[src/rtl/multicycle_control_unit_pkg.sv]
// Shared types for the multicycle controller: states,
// opcodes, mux-select encodings and the control word.
package cpu_ctrl_pkg;

  typedef enum logic [4:0] {
    S_FETCH   = 5'd0,
    S_DECODE  = 5'd1,
    S_EX_R    = 5'd2,
    S_EX_I    = 5'd3,
    S_WB_ALU  = 5'd4,
    S_MEM_RD  = 5'd5,
    S_WB_MEM  = 5'd6,
    S_MEM_WR  = 5'd7,
    S_BR_EQ   = 5'd8,
    S_BR_NE   = 5'd9,
    S_JMP     = 5'd10,
    S_PUSH_SP = 5'd11,
    S_PUSH_WR = 5'd12,
    S_POP_RD  = 5'd13,
    S_POP_WB  = 5'd14,
    S_IO_IN   = 5'd15,
    S_IO_OUT  = 5'd16,
    S_HALT    = 5'd17,
    S_ERR     = 5'd18
  } state_t;

  localparam logic [4:0] OP_ADD  = 5'h00;
  localparam logic [4:0] OP_SUB  = 5'h01;
  localparam logic [4:0] OP_AND  = 5'h02;
  localparam logic [4:0] OP_OR   = 5'h03;
  localparam logic [4:0] OP_ADDI = 5'h04;
  localparam logic [4:0] OP_LW   = 5'h05;
  localparam logic [4:0] OP_SW   = 5'h06;
  localparam logic [4:0] OP_BEQ  = 5'h07;
  localparam logic [4:0] OP_BNE  = 5'h08;
  localparam logic [4:0] OP_J    = 5'h09;
  localparam logic [4:0] OP_PUSH = 5'h0A;
  localparam logic [4:0] OP_POP  = 5'h0B;
  localparam logic [4:0] OP_IN   = 5'h0C;
  localparam logic [4:0] OP_OUT  = 5'h0D;
  localparam logic [4:0] OP_HALT = 5'h1F;

  localparam logic [1:0] ALU_ADD   = 2'd0;
  localparam logic [1:0] ALU_SUB   = 2'd1;
  localparam logic [1:0] ALU_FUNCT = 2'd2;
  localparam logic [1:0] ALU_PASSB = 2'd3;

  localparam logic [1:0] SRCA_PC   = 2'd0;
  localparam logic [1:0] SRCA_REGA = 2'd1;
  localparam logic [1:0] SRCA_SP   = 2'd2;
  localparam logic [1:0] SRCA_MDR  = 2'd3;

  localparam logic [1:0] SRCB_REGB = 2'd0;
  localparam logic [1:0] SRCB_ONE  = 2'd1;
  localparam logic [1:0] SRCB_IMM  = 2'd2;
  localparam logic [1:0] SRCB_ZERO = 2'd3;

  localparam logic [1:0] IORD_PC  = 2'd0;
  localparam logic [1:0] IORD_ALU = 2'd1;
  localparam logic [1:0] IORD_IMM = 2'd2;
  localparam logic [1:0] IORD_SP  = 2'd3;

  localparam logic [1:0] MTR_ALU = 2'd0;
  localparam logic [1:0] MTR_MDR = 2'd1;
  localparam logic [1:0] MTR_IN  = 2'd2;

  localparam logic [1:0] DSRC_REGA = 2'd0;
  localparam logic [1:0] OPS_REGA  = 2'd1;

  localparam logic [1:0] BR_NONE = 2'd0;
  localparam logic [1:0] BR_EQ   = 2'd1;
  localparam logic [1:0] BR_NE   = 2'd2;

  typedef struct packed {
    logic [1:0] alu_op;
    logic [1:0] src_a;
    logic [1:0] src_b;
    logic [1:0] mem_to_reg;
    logic [1:0] reg_file_src;
    logic [1:0] data_src;
    logic [1:0] operand_src;
    logic [1:0] iord;
    logic [2:0] return_src;
    logic       reg_write;
    logic       mem_read;
    logic       mem_write;
    logic       ir_write;
    logic       pc_write;
    logic       jump;
    logic       sp_write;
    logic [1:0] branch;
    logic       halted;
  } ctrl_word_t;

  function automatic state_t decode_next(
    input logic [4:0] op
  );
    state_t s;
    s = S_ERR;
    unique case (1'b1)
      (op <= OP_OR):    s = S_EX_R;
      (op == OP_ADDI):  s = S_EX_I;
      (op == OP_LW):    s = S_MEM_RD;
      (op == OP_SW):    s = S_MEM_WR;
      (op == OP_BEQ):   s = S_BR_EQ;
      (op == OP_BNE):   s = S_BR_NE;
      (op == OP_J):     s = S_JMP;
      (op == OP_PUSH):  s = S_PUSH_SP;
      (op == OP_POP):   s = S_POP_RD;
      (op == OP_IN):    s = S_IO_IN;
      (op == OP_OUT):   s = S_IO_OUT;
      (op == OP_HALT):  s = S_HALT;
      default:          s = S_ERR;
    endcase
    return s;
  endfunction

endpackage

[src/rtl/multicycle_control_unit_if.sv]
// Controller <-> accumulator datapath bundle: status in,
// control word out.
interface multicycle_control_unit_if;
  logic [4:0] Opcode;
  logic       Overflow;
  logic [1:0] ALUOp;
  logic [1:0] ALUSrcA;
  logic [1:0] ALUSrcB;
  logic [1:0] MemtoReg;
  logic [1:0] RegFileSrc;
  logic [1:0] DataSrc;
  logic [1:0] OperandSrc;
  logic [1:0] IorD;
  logic [2:0] ReturnSrc;
  logic       RegWrite;
  logic       MemRead;
  logic       MemWrite;
  logic       IRWrite;
  logic       PCWrite;
  logic       Jump;
  logic       SPWrite;
  logic [1:0] Branch;
  logic       Halted;
  logic [4:0] StateOut;

  modport master (
    input  Opcode, Overflow,
    output ALUOp, ALUSrcA, ALUSrcB,
    output MemtoReg, RegFileSrc, DataSrc,
    output OperandSrc, IorD, ReturnSrc,
    output RegWrite, MemRead, MemWrite,
    output IRWrite, PCWrite, Jump, SPWrite,
    output Branch, Halted, StateOut
  );

  modport slave (
    output Opcode, Overflow,
    input  ALUOp, ALUSrcA, ALUSrcB,
    input  MemtoReg, RegFileSrc, DataSrc,
    input  OperandSrc, IorD, ReturnSrc,
    input  RegWrite, MemRead, MemWrite,
    input  IRWrite, PCWrite, Jump, SPWrite,
    input  Branch, Halted, StateOut
  );
endinterface

[src/rtl/multicycle_control_unit_decode.sv]
// Moore output map: current state -> datapath control word.
module ctrl_output_decode
  import cpu_ctrl_pkg::*;
(
  input  state_t     state,
  output ctrl_word_t cw
);

  always_comb begin
    cw = '0;
    unique case (state)
      S_FETCH: begin
        cw.mem_read = 1'b1;
        cw.iord     = IORD_PC;
        cw.ir_write = 1'b1;
        cw.src_a    = SRCA_PC;
        cw.src_b    = SRCB_ONE;
        cw.alu_op   = ALU_ADD;
        cw.pc_write = 1'b1;
      end
      S_DECODE: begin
        cw.src_a  = SRCA_PC;
        cw.src_b  = SRCB_IMM;
        cw.alu_op = ALU_ADD;
      end
      S_EX_R: begin
        cw.src_a  = SRCA_REGA;
        cw.src_b  = SRCB_REGB;
        cw.alu_op = ALU_FUNCT;
      end
      S_EX_I: begin
        cw.src_a  = SRCA_REGA;
        cw.src_b  = SRCB_IMM;
        cw.alu_op = ALU_ADD;
      end
      S_WB_ALU: begin
        cw.reg_write  = 1'b1;
        cw.mem_to_reg = MTR_ALU;
      end
      S_MEM_RD: begin
        cw.mem_read = 1'b1;
        cw.iord     = IORD_IMM;
      end
      S_WB_MEM: begin
        cw.reg_write  = 1'b1;
        cw.mem_to_reg = MTR_MDR;
      end
      S_MEM_WR: begin
        cw.mem_write = 1'b1;
        cw.iord      = IORD_IMM;
        cw.data_src  = DSRC_REGA;
      end
      S_BR_EQ, S_BR_NE: begin
        cw.src_a  = SRCA_REGA;
        cw.src_b  = SRCB_REGB;
        cw.alu_op = ALU_SUB;
        cw.branch = (state == S_BR_EQ) ? BR_EQ : BR_NE;
      end
      S_JMP: begin
        cw.jump     = 1'b1;
        cw.pc_write = 1'b1;
      end
      S_PUSH_SP: begin
        cw.src_a    = SRCA_SP;
        cw.src_b    = SRCB_ONE;
        cw.alu_op   = ALU_SUB;
        cw.sp_write = 1'b1;
      end
      S_PUSH_WR: begin
        cw.mem_write = 1'b1;
        cw.iord      = IORD_SP;
        cw.data_src  = DSRC_REGA;
      end
      S_POP_RD: begin
        cw.mem_read = 1'b1;
        cw.iord     = IORD_SP;
      end
      S_POP_WB: begin
        cw.reg_write  = 1'b1;
        cw.mem_to_reg = MTR_MDR;
        cw.src_a      = SRCA_SP;
        cw.src_b      = SRCB_ONE;
        cw.alu_op     = ALU_ADD;
        cw.sp_write   = 1'b1;
      end
      S_IO_IN: begin
        cw.reg_write  = 1'b1;
        cw.mem_to_reg = MTR_IN;
      end
      S_IO_OUT: cw.operand_src = OPS_REGA;
      S_HALT, S_ERR: cw.halted = 1'b1;
      default: cw = '0;
    endcase
  end

endmodule

[src/rtl/multicycle_control_unit.sv]
// Multicycle sequencer for the accumulator datapath: state
// register plus next-state logic; outputs via the decoder.
module multicycle_control_unit
  import cpu_ctrl_pkg::*;
#(
  parameter bit HALT_ON_OVF = 1'b1
) (
  input  logic CLK,
  input  logic Reset,
  multicycle_control_unit_if.master bus
);

  state_t     state;
  state_t     state_nx;
  ctrl_word_t cw;
  logic       ovf_abort;

  ctrl_output_decode u_dec (
    .state (state),
    .cw    (cw)
  );

  assign ovf_abort = HALT_ON_OVF && bus.Overflow &&
                     (state == S_WB_ALU);

  always_ff @(posedge CLK or posedge Reset) begin
    if (Reset) state <= S_FETCH;
    else       state <= state_nx;
  end

  always_comb begin
    state_nx = S_FETCH;
    unique case (state)
      S_FETCH:   state_nx = S_DECODE;
      S_DECODE:  state_nx = decode_next(bus.Opcode);
      S_EX_R:    state_nx = S_WB_ALU;
      S_EX_I:    state_nx = S_WB_ALU;
      S_WB_ALU:  state_nx = ovf_abort ? S_ERR : S_FETCH;
      S_MEM_RD:  state_nx = S_WB_MEM;
      S_PUSH_SP: state_nx = S_PUSH_WR;
      S_POP_RD:  state_nx = S_POP_WB;
      S_HALT:    state_nx = S_HALT;
      S_ERR:     state_nx = S_ERR;
      default:   state_nx = S_FETCH;
    endcase
  end

  // The overflow abort suppresses the writeback of a bad result.
  assign bus.RegWrite   = cw.reg_write & ~ovf_abort;
  assign bus.ALUOp      = cw.alu_op;
  assign bus.ALUSrcA    = cw.src_a;
  assign bus.ALUSrcB    = cw.src_b;
  assign bus.MemtoReg   = cw.mem_to_reg;
  assign bus.RegFileSrc = cw.reg_file_src;
  assign bus.DataSrc    = cw.data_src;
  assign bus.OperandSrc = cw.operand_src;
  assign bus.IorD       = cw.iord;
  assign bus.ReturnSrc  = cw.return_src;
  assign bus.MemRead    = cw.mem_read;
  assign bus.MemWrite   = cw.mem_write;
  assign bus.IRWrite    = cw.ir_write;
  assign bus.PCWrite    = cw.pc_write;
  assign bus.Jump       = cw.jump;
  assign bus.SPWrite    = cw.sp_write;
  assign bus.Branch     = cw.branch;
  assign bus.Halted     = cw.halted;
  assign bus.StateOut   = state;

endmodule

[src/flat_wrapper.sv]
// flat-port wrapper written by rule: the top's interface ports become plain ports
module multicycle_control_unit_flat import cpu_ctrl_pkg::*;
#(
  parameter bit HALT_ON_OVF = 1'b1
)
  (CLK, Reset, bus_Opcode, bus_Overflow, bus_ALUOp, bus_ALUSrcA, bus_ALUSrcB, bus_MemtoReg, bus_RegFileSrc, bus_DataSrc, bus_OperandSrc, bus_IorD, bus_ReturnSrc, bus_RegWrite, bus_MemRead, bus_MemWrite, bus_IRWrite, bus_PCWrite, bus_Jump, bus_SPWrite, bus_Branch, bus_Halted, bus_StateOut);
  multicycle_control_unit_if bus_i ();
  input  logic CLK;
  input  logic Reset;
  input wire logic [$bits(bus_i.Opcode)-1:0] bus_Opcode;
  input wire logic [$bits(bus_i.Overflow)-1:0] bus_Overflow;
  output wire logic [$bits(bus_i.ALUOp)-1:0] bus_ALUOp;
  output wire logic [$bits(bus_i.ALUSrcA)-1:0] bus_ALUSrcA;
  output wire logic [$bits(bus_i.ALUSrcB)-1:0] bus_ALUSrcB;
  output wire logic [$bits(bus_i.MemtoReg)-1:0] bus_MemtoReg;
  output wire logic [$bits(bus_i.RegFileSrc)-1:0] bus_RegFileSrc;
  output wire logic [$bits(bus_i.DataSrc)-1:0] bus_DataSrc;
  output wire logic [$bits(bus_i.OperandSrc)-1:0] bus_OperandSrc;
  output wire logic [$bits(bus_i.IorD)-1:0] bus_IorD;
  output wire logic [$bits(bus_i.ReturnSrc)-1:0] bus_ReturnSrc;
  output wire logic [$bits(bus_i.RegWrite)-1:0] bus_RegWrite;
  output wire logic [$bits(bus_i.MemRead)-1:0] bus_MemRead;
  output wire logic [$bits(bus_i.MemWrite)-1:0] bus_MemWrite;
  output wire logic [$bits(bus_i.IRWrite)-1:0] bus_IRWrite;
  output wire logic [$bits(bus_i.PCWrite)-1:0] bus_PCWrite;
  output wire logic [$bits(bus_i.Jump)-1:0] bus_Jump;
  output wire logic [$bits(bus_i.SPWrite)-1:0] bus_SPWrite;
  output wire logic [$bits(bus_i.Branch)-1:0] bus_Branch;
  output wire logic [$bits(bus_i.Halted)-1:0] bus_Halted;
  output wire logic [$bits(bus_i.StateOut)-1:0] bus_StateOut;
  assign bus_i.Opcode = bus_Opcode;
  assign bus_i.Overflow = bus_Overflow;
  assign bus_ALUOp = bus_i.ALUOp;
  assign bus_ALUSrcA = bus_i.ALUSrcA;
  assign bus_ALUSrcB = bus_i.ALUSrcB;
  assign bus_MemtoReg = bus_i.MemtoReg;
  assign bus_RegFileSrc = bus_i.RegFileSrc;
  assign bus_DataSrc = bus_i.DataSrc;
  assign bus_OperandSrc = bus_i.OperandSrc;
  assign bus_IorD = bus_i.IorD;
  assign bus_ReturnSrc = bus_i.ReturnSrc;
  assign bus_RegWrite = bus_i.RegWrite;
  assign bus_MemRead = bus_i.MemRead;
  assign bus_MemWrite = bus_i.MemWrite;
  assign bus_IRWrite = bus_i.IRWrite;
  assign bus_PCWrite = bus_i.PCWrite;
  assign bus_Jump = bus_i.Jump;
  assign bus_SPWrite = bus_i.SPWrite;
  assign bus_Branch = bus_i.Branch;
  assign bus_Halted = bus_i.Halted;
  assign bus_StateOut = bus_i.StateOut;
  multicycle_control_unit #(.HALT_ON_OVF(HALT_ON_OVF)) u_core (.CLK(CLK), .Reset(Reset), .bus(bus_i));
endmodule
[config.mk]
export PLATFORM = sky130hd
export DESIGN_NAME = multicycle_control_unit_flat
export DESIGN_NICKNAME = d
export VERILOG_FILES = /design/src/rtl/multicycle_control_unit_pkg.sv /design/src/rtl/multicycle_control_unit_if.sv /design/src/rtl/multicycle_control_unit_decode.sv /design/src/rtl/multicycle_control_unit.sv /design/src/flat_wrapper.sv
export SDC_FILE = /design/constraint.sdc
export NUM_CORES = 1
export LEC_CHECK = 0
export CORE_UTILIZATION = 41
export DETAILED_ROUTE_END_ITERATION = 12
export GPL_ROUTABILITY_DRIVEN = 0
export PLACE_DENSITY = 0.83
export SKIP_LAST_GASP = 1
export SLEW_MARGIN = 20
export SYNTH_ARGS = -nofsm -noshare
export SYNTH_HDL_FRONTEND = slang
export SYNTH_SLANG_ARGS = --single-unit
[constraint.sdc]
create_clock -name CLK -period 3 [get_ports CLK]
set_clock_uncertainty 0.05 [all_clocks]
set_input_delay 0.6 -clock CLK [delete_from_list [all_inputs] [get_ports CLK]]
set_output_delay 0.6 -clock CLK [all_outputs]
set_load 0.02 [all_outputs]
After elaboration in Yosys (flattened, before gate mapping)
Index checks and enable logic that the tools add are counted.
Widths: inputs -> output; s select.

cells by class
  order comparisons = 1
  equality and inequality tests = 29
  reduce and logical (&&, ||, !) cells = 13
  multiplexer cells = 17
  bitwise gates (word level) = 2

operators with widths
  kind                number
  $eq 5x4->1 const B  14
  $pmux 5 s12         1
  $pmux 5 s9          1
  $pmux 6 s7          1
  $eq 5x3->1 const B  8
  $eq 5x5->1 const B  4
  $reduce_or 2->1     9
  $eq 5x2->1 const B  2
  $mux 1              9
  $pmux 2 s2          2
  $eq 5x1->1 const B  1
  $le 5x2->1 const B  1
  $logic_not 5->1     1
  $mux 5              1
  $mux 2              2
  $reduce_or 4->1     1
  $reduce_or 3->1     1
  $and 1x1->1         1
  $logic_and 1x1->1   1
  $not 1->1           1

word-level totals
  input port bits = 8
  register bits = 5
  word-level logic and storage cells = 63
  output and inout bits = 34

Longest topological paths before layout
  depth in word-level cells = 4
  gate-level depth with buffers = 6

Hierarchy
A second synthesis with hierarchy kept.

second synthesis, totals
  cell total of the unflattened synthesis = 116
  area, all modules = 844.6 µm²

modules (own cells, without submodules)
  module                   times used  cells an instance  area each (µm²)  sequential area each (µm²)
  multicycle_control_unit  1           61                 490.5            125.1
  ctrl_output_decode       1           55                 354.1            0.0

Worst setup path before layout
Ideal clock, no wire load.

  path kind = register to output
  start point = reg u_core.state[3], in the netlist u_core.bus.StateOut[3]
  end point = out bus_ALUOp[0]
  cell stages (with the launch flop) = 4
  path slack = 0.396 ns
  required time = 2.350 ns
  path buffers = 1
  arrival time = 1.954 ns
  cells stage by stage = dfrtp_1 > clkbuf_1 > inv_1 > a2111oi_0

between the ends
  cells in the longest elaborated chain, start to end = 3
  elaborated cells between the ends (all ways) = 10
  those cells by class = eq/ne (7); mux (1); reduce/logical (2)

ends and longest elaborated chain
  item                      line                                  text
  start: declaration        multicycle_control_unit.sv:13         state_t state;
  start signal: assignment  multicycle_control_unit.sv:28         else state <= state_nx;
  $eq 5x4->1                multicycle_control_unit_decode.sv:11  unique case (state)
  $reduce_or 2->1           multicycle_control_unit_decode.sv:11
  $pmux 6 s7 *              multicycle_control_unit_decode.sv:11
  end: declaration          flat_wrapper.sv:12                    output wire logic [$bits(bus_i.ALUOp)-1:0] bus_ALUOp;

Every way passes the cells marked *; elsewhere a longest branch is shown, timed or not.

Final worst setup path
  start point = reg u_core.state[3], in the netlist u_core.bus.StateOut[3]
  end point = out bus_ALUSrcB[0]

between the ends
  cells in the longest elaborated chain, start to end = 3
  elaborated cells between the ends (all ways) = 10
  those cells by class = eq/ne (7); mux (1); reduce/logical (2)

ends and longest elaborated chain
  item              line                                  text
  $eq 5x4->1        multicycle_control_unit_decode.sv:11
  $reduce_or 2->1   multicycle_control_unit_decode.sv:11
  $pmux 6 s7 *      multicycle_control_unit_decode.sv:11
  end: declaration  flat_wrapper.sv:14                    output wire logic [$bits(bus_i.ALUSrcB)-1:0] bus_ALUSrcB;

Marks and branches as above.

==> summary.log <==
qor: floorplanning.io_pins 42
qor: clocking.cts_inserted_buffers 3
qor: critical_path.endpoint_kind output pin
qor: routing.routed-via-count 867
qor: synthesis.muxShareOfSynthArea 0.0276
qor: finish.post_route_cells_drive_above_1_share 0.0652
qor: finish.layout.filler_cells 173
qor: finish.finalNetCount 147
qor: timing.worst_slew_pin_slew 559 ps
qor: clocking.htree_levels 1
qor: timing.final.setup.tns 0 ps
qor: power_and_ir_drop.ir_drop 0.316 mV
qor: synthesis.yosysUniqueCellTypes 40
qor: floorplanning.die_h 45.4 microns
qor: critical_path.worstSetupPathType reg2out
qor: floorplanning.floorplan.initialDensity 0.442
qor: synthesis.synth_fa_ha_area_frac 0
qor: timing.finalCriticalPeriod 2870 ps
qor: global_route.total_grt_overflow 0
qor: place.buffer_ports.inserted 33
qor: floorplanning.die_area 2060 sq um
qor: routing.post_drt_wl_per_cell 12.6 microns
qor: power_and_ir_drop.power 0.922 mW
qor: timing.final-max-slew-violation-count 0
qor: floorplanning.core_area 1750 sq um
qor: clocking.cts_num_sinks 5
qor: finish.area_growth_syn_to_layout 39.3%
qor: critical_path.cp_data_arrival_time 2220 ps
qor: critical_path.timing.critical_path.fanout_max 10
qor: floorplanning.die-width 45.4 microns
qor: place.dp.final_hpwl 1.56 mm
qor: timing.timing.final.crit_share 0.956
qor: synthesis.synthCells 112
qor: synthesis.synth-seq-area-share 0.162
qor: synthesis.ys_seq_elements 5
qor: clocking.clkLatencyLatePin 240 ps
qor: finish.mostFrequentLayoutCells sky130_fd_sc_hd__clkdlybuf4s50_1, sky130_fd_sc_hd__nor2_1, sky130_fd_sc_hd__nor3_1
qor: synthesis.dominant_combinational_cell_family_by_area_after_synthesis simple AND/OR/NAND/NOR gates
qor: synthesis.synth_simple_gate_area_share 0.346
qor: clocking.post_cts.resized_instances 0
qor: routing.iter_0_drt_violations 19
qor: global_route.grt_first_pass_wirelength 3.24 mm
qor: clocking.tritoncts yes
qor: finish.number_of_flip_flops_under_the_largest_register_name 5
qor: synthesis.ys.warnings.count 0
qor: critical_path.critPathLaunchType flop
qor: clocking.holdBufCountCts 0
qor: routing.remaining_drc_errors 0
qor: timing.fmax 349 MHz
qor: clocking.clock_tree.root_cell sky130_fd_sc_hd__clkbuf_4
qor: synthesis.post_synth_xor_area_fraction 0.0682
qor: timing.timing.slew.headroom 0.627
qor: timing.setup-violations-final 0
qor: routing.viasPerCell 5.32
qor: timing.unrepaired_setup_endpoints_after_global_routing false
qor: routing.detailedRoute.firstPassIterationCount 5
qor: floorplanning.core.rowCount 15
qor: clocking.clk_transition_reported_paths 40 ps
qor: routing.detail_route.wirelength 2.06 mm
qor: synthesis.synth-compound-area-share 0.208
qor: job.cap_violations 0
qor: synthesis.synth_area_per_cell 6.88 sq um
qor: hold_path.worstHoldPathType in2async
qor: timing.hold_viol_final 0
qor: global_route.grt.total_usage 0.215
qor: finish.most_frequent_standard_cell_in_the_layout_excluding_fill_and_tap_cells sky130_fd_sc_hd__clkdlybuf4s50_1
qor: power_and_ir_drop.power_density_over_the_cells 859 nW/um^2
qor: clocking.max-clock-path-buffers 2
qor: global_route.first_global_vias 712
qor: global_route.antenna_violations_before_repair 0
qor: run_status.run_status completed
qor: finish.n_antenna_cell 0
qor: global_route.grt_start_max_net_pins 19
qor: synthesis.netlist_area 771 sq um
qor: routing.final_antenna_net_count 0
qor: clocking.postCtsSetupBuffers 0
qor: power_and_ir_drop.power.leakage 0.415 nW
qor: critical_path.critPathRequiredTime 2350 ps
[per-stage QoR]
step,cells,area [sq um],setup WS (ps),utilization,hold WS [ps]
after global placement,159,1050,401,0.600,722
final,163,1070,133,0.615,511
after global routing,163,1070,28.5,0.615,530
after detailed placement,159,1050,386,0.600,748
after CTS,163,1070,124,0.615,509
after floorplan,119,797,396,-,329
[cell type report]
type,instances,area (sq um),area share
multi-input cells,90,531,0.494
repair buffers,35,345,0.322
flip-flops and latches,5,125,0.117
well taps,25,31.3,0.0291
clock buffers,4,26.3,0.0245
inverters,4,15.0,0.0140
[cells in the mapped netlist, drive strengths merged]
library cell  instances  area [sq um]
a31oi                 2          12.5
or4                   1          7.51
or2                   1          6.26
nor3                  9          45.0
nand2                 8          30.0
inv                   4          15.0
a221o                 1          10.0
nand2b                3          18.8
o211ai                2          15.0
and3                  4          25.0
xnor2                 4          35.0
o21ai                 3          15.0
a211o                 2          17.5
o2111a                1          11.3
xor2                  2          17.5
a32oi                 1          8.76
dfrtp                 5           125
and2                  1          6.26
conb                  1          3.75
mux2i                 1          10.0
o31ai                 1          7.51
nor2                 14          52.6
clkbuf                5          18.8
a2111oi               1          8.76
nand3                 3          15.0
nor4b                 1          8.76
nor4                  2          12.5
a41oi                 1          8.76
nor2b                 4          32.5
a21oi                 5          25.0
a32o                  1          10.0
a311o                 1          10.0
mux2                  1          11.3
buf                  15           108
nand4                 1          6.26
[cells by family (layout without fill, tap and decap cells)]
kind of cell,count (synthesis),in the layout
buf+inv,24,43
xor+xnor,6,6
flops,5,5
mux,2,2
compound gates,22,22
simple gates,52,52
other cells,1,8
[power breakdown]
group,switching [mW],internal [mW]
clock network,0.0260,0.0502
logic,0.349,0.307
registers,0.0992,0.0902
total,0.474,0.448
[per-layer routing]
layer,GRT usage,part of all wire
met1,0.286,0.43
met2,0.368,0.51
met3,0.0120,0.052
met4,0.0727,0.0049
met5,0,0
[final timing paths]
path	startpoint	end	slack [ps]	cells past startpoint
max	u_core.bus.StateOut[3]	bus_ALUSrcB[0]	130	6
min	Reset	u_core.bus.StateOut[4]	510	2
max reg2reg	u_core.bus.StateOut[3]	u_core.bus.StateOut[2]	1390	4
min reg2reg	u_core.bus.StateOut[3]	u_core.bus.StateOut[2]	750	2
max in group asynchronous	Reset	u_core.bus.StateOut[2]	2230	2
min in group CLK	u_core.bus.StateOut[3]	u_core.bus.StateOut[2]	750	2
[critical path, cell delays in order (launching register included)]
cell and delay [ps]:
sky130_fd_sc_hd__dfrtp_1 480, sky130_fd_sc_hd__buf_4 220, sky130_fd_sc_hd__nor2_1 130, sky130_fd_sc_hd__nor2_1 60, sky130_fd_sc_hd__a211o_1 300, sky130_fd_sc_hd__a21oi_1 160
sky130_fd_sc_hd__clkdlybuf4s50_1 630
Power figures use the tool's default switching activity.
==> variant 1, RTL diff (config.mk and constraints unchanged) <==
`HALT_ON_OVF` is set to 1'b1 in 2 places; all go to 1'b0.
--- a/src/rtl/multicycle_control_unit.sv
+++ b/src/rtl/multicycle_control_unit.sv
@@ -5,3 +5,3 @@
 #(
-  parameter bit HALT_ON_OVF = 1'b1
+  parameter bit HALT_ON_OVF = 1'b0
 ) (
--- a/src/flat_wrapper.sv
+++ b/src/flat_wrapper.sv
@@ -3,3 +3,3 @@
 #(
-  parameter bit HALT_ON_OVF = 1'b1
+  parameter bit HALT_ON_OVF = 1'b0
 )
Behaviour: not the same (Yosys sat finds a counterexample within 4 cycles, from zero or initial values and one cycle with Reset high).
==> variant 1 against the original RTL <==
Sequential cell count stayed put. Cell area is 0.58% lower. Synthesized cell count is 0.89% higher. Total power is 16% higher. Wire length is 8.1% lower. Synthesized area is 0.16% lower. Core utilization is 0.36 points lower. Final cell count is 2.5% higher. Worst setup slack better by 0.066 ns. Critical endpoint is now bus_IRWrite.
==> variant 1: results (changes against the original RTL) <==
TritonRoute pass-1 iters=4 (-1); total number of vias=843 (-2.8%); synth top area cells=dfrtp_1 (16%), buf_4 (9.8%), nor3_1 (7.8%), nand2b_1 (7.3%), nor2_1 (7.3%); status=completed; Post-synth top cells=nor2_1 (15), nand2_1 (13), nor3_1 (12), buf_4 (10); compound-gate portion of the synthesized area=20.7% (-0.13 points); vias in the first global route=698 (-2.0%); Min Hold Slack=0.498 ns (-0.0135 ns); Skew-Pair Late Insertion Delay=about 0.25 ns; CTS buffer count=3 (unchanged); htree depth=1 (unchanged); delay-heaviest family, CP=simple AND/OR/NAND/NOR gates; Yosys warning total=0 (unchanged); crit path to=bus_IRWrite; max reg flops=5 (unchanged); Vias/cell=5.05 (-5.1%); reg2reg end=u_core.bus.StateOut[1]$_DFF_PP0_; Max IR drop VDD=0.806 mV (+150%); Max-Slew Margin vs Limit=62.5% (-0.25 points); r2r startpoint=u_core.bus.StateOut[1]$_DFF_PP0_; Critical Path Start=u_core.bus.StateOut[2]$_DFF_PP0_; Final nets=151 (+2.7%); initial antenna violation count=0 (unchanged); share of cells above drive strength 1=7.75% (+1.2 points); Leak Pwr=0.430 nW (+3.7%); crit-path max FO=16 (+6); post-synthesis adder-cell area fraction=0% (unchanged); Seq/Total Area, Yosys=16.3% (+0.026 points); multiplexer area fraction after synthesis=0% (-2.8 points); fin. max-slew vios=0 (unchanged); cell taking the most area after synthesis=dfrtp_1; GR Util All Layers=20.5% (-0.96 points); Worst-path clk slew=0.05 ns; dpl hpwl=1450 µm (-7.5%); Root Driver=clkbuf_4; post-synth cell types=34 (-15%); IO Port Bufs=32 (-3.0%); XOR/XNOR share of the synthesized area=4.55% (-2.3 points); Place WS=0.460 ns (+0.0741 ns); Post-Syn Instances=113 (+0.89%); post-place instance area=1040 µm² (-0.60%); first-pass GRT wire length=3110 µm (-4.0%); largest net degree at the start of global routing=18 (-1); setup ws final=0.199 ns (+0.0663 ns); overall routed net length=1890 µm (-8.1%); reg2reg setup slack=1.37 ns (-0.02 ns); maximum buffer depth of the clock tree=2 (unchanged); Initial DRC Count=22 (+3); R2R cell count=5 (+1); crit path DAT=2.15 ns (-0.07 ns); Placed Instances=163 (+2.5%); cts repair resizes=0 (unchanged)
## variant 1: layout make-up
cell class              instances  area, µm²
clock buffers                   4       26.3
flip-flops and latches          5        125
well taps                      25       31.3
fillers                       180        678
inverters                       1       3.75
multi-input cells              97        538
repair buffers                 35        343
## variant 1: cell families after synthesis
kind of cell	after synthesis
flip-flops	5
other	1
XOR/XNOR	4
AO/OA/AOI/OAI	23
AND/OR/NAND/NOR	62
buffers and inverters	18
## variant 1: metal layers
metal / GRT usage (%) / vias to the layer above / share of wire, % / wire length [µm]
li1: - / 430 / - / -
met1: 24.3 / 370 / 43 / 805
met2: 36.5 / 43 / 51 / 959
met3: 4.80 / 0 / 6.7 / 127
met4: 6.06 / 0 / 0 / 0
met5: 0 / - / 0 / 0
## variant 1: report_power, final
group	leakage [nW]	switching [mW]	internal (mW)	total, mW
registers	0.0652	0.0935	0.0950	0.188
clock network	0.0150	0.0284	0.0503	0.0787
logic	0.350	0.428	0.378	0.807
total	0.430	0.550	0.524	1.07
==> variant 2, RTL diff (same flow settings) <==
Without the edit above. Reset style: synchronous (`Reset`), changed in one clocked block.
--- a/src/rtl/multicycle_control_unit.sv
+++ b/src/rtl/multicycle_control_unit.sv
@@ -25,3 +25,3 @@
 
-  always_ff @(posedge CLK or posedge Reset) begin
+  always_ff @(posedge CLK) begin
     if (Reset) state <= S_FETCH;
Formal check against the unedited RTL: differs if Reset is asserted again (counterexample within 4 cycles, from zero or initial values and one cycle with Reset high); with Reset held inactive, the same outputs for 10 cycles.
==> variant 2 against the original RTL <==
Cell area rose by 6.8%. Combinational power fell by 2%. Clock power rose by 2%. Sequential cell count unchanged. Total power down 6.2%. Final cell count up 8.6%. Wire length shrank 0.97%. Global-route usage down 2.6 points. Maximum frequency increased by 3.3%. Worst setup slack improved by 0.093 ns. Synthesized area grew 8.3%. Critical path depth is 1 lower. Largest power group unchanged. Highest routed layer unchanged.
==> variant 2: results (changes against the original RTL) <==
total number of vias=980 (+13%); GR Util All Layers=19.0% (-2.6 points); Final nets=161 (+9.5%); first-pass GRT wire length=3090 µm (-4.5%); Leak Pwr=0.445 nW (+7.2%); main flop type after synthesis=dfxtp_1; fin util=63.0% (+1.4 points); Max IR drop VDD=0.322 mV (+1.9%); Place WS=0.342 ns (-0.0442 ns); Vias/cell=5.54 (+4.1%); Post-Syn Instances=127 (+13%); Initial DRC Count=21 (+2); share of cells above drive strength 1=5.26% (-1.3 points); largest net degree at the start of global routing=26 (+7); Seq/Total Area, Yosys=12.0% (-4.2 points); synth top area cells=dfxtp_1 (12%), buf_4 (8.1%), nor2_1 (6.3%), nand2b_1 (5.2%), clkbuf_1 (4.9%); P_sw=427 µW (-10%); Slew @ Worst Pin=0.801 ns (+0.242 ns); clock-net power=77.9 µW (+2%); biggest cell delay along the critical path=0.60 ns (-0.03 ns); vias in the first global route=723 (+1.5%); Fill cells=167 (-3.5%); Hold WC Path Type=register to register; crit path DAT=2.12 ns (-0.10 ns); status=completed; dpl hpwl=1560 µm (-0.35%); Fmax=0.360 GHz (+3.3%); M1 wire length=888 µm (-0.67%); met3 routed WL=93 µm (-14%); TritonRoute pass-1 iters=4 (-1); part of the power in registers=16.3% (-4.2 points)
[variant 2: changes by cell type in the layout (fill, tap and decap cells not counted), sizes merged, moves of 2 or more]
cell and delta:
or3 +4, a311oi +4, a22oi +2, xnor2 -2
nor3 -2, dfxtp +5, nand2b +4, nand3b +2
a211o -2, nor3b +2, dfrtp -5
[variant 2: area by class of cell]
class / count / share of cell area [%]
clock buffer: 4 / 2.29
timing repair buffer: 36 / 30.8
sequential: 5 / 8.73
tap: 25 / 2.73
multi-input combinational: 102 / 53.8
inverter: 5 / 1.64
[variant 2: tightest hold or removal path: cells and delay by family (launching register included)]
family	cells	cell delay, ns
and+or+nand+nor	1	0.13
DFF	1	0.30
AOI/OAI and AO/OA	2	0.14
[variant 2: kinds of logic (layout without fill, tap and decap cells)]
kind of cell	count (synthesis)	in the layout	synth area share, %
DFF	5	5	12.0
other	1	8	0.449
xor gates and xnor gates	5	5	5.25
AOI/OAI and AO/OA	23	23	19.5
buffers and inverters	27	45	17.2
muxes	1	1	1.20
and+or+nand+nor	65	65	44.4
[variant 2: per-layer routing]
metal,track usage (%),up-vias
li1,-,488
met1,24.1,456
met2,34.2,34
met3,1.54,2
met4,5.14,0
met5,0,-
[variant 2: worst paths after layout]
kind,startpoint,to,slack [ns],cells past startpoint
worst min register to register,u_core.bus.StateOut[4]$_SDFF_PP0_,u_core.bus.StateOut[4]$_SDFF_PP0_,0.58,3
worst max register to register,u_core.bus.StateOut[0]$_SDFF_PP0_,u_core.bus.StateOut[0]$_SDFF_PP0_,0.72,5
worst min-delay path,u_core.bus.StateOut[4]$_SDFF_PP0_,u_core.bus.StateOut[4]$_SDFF_PP0_,0.58,3
worst max-delay path,u_core.bus.StateOut[1]$_SDFF_PP0_,bus_Halted,0.23,5
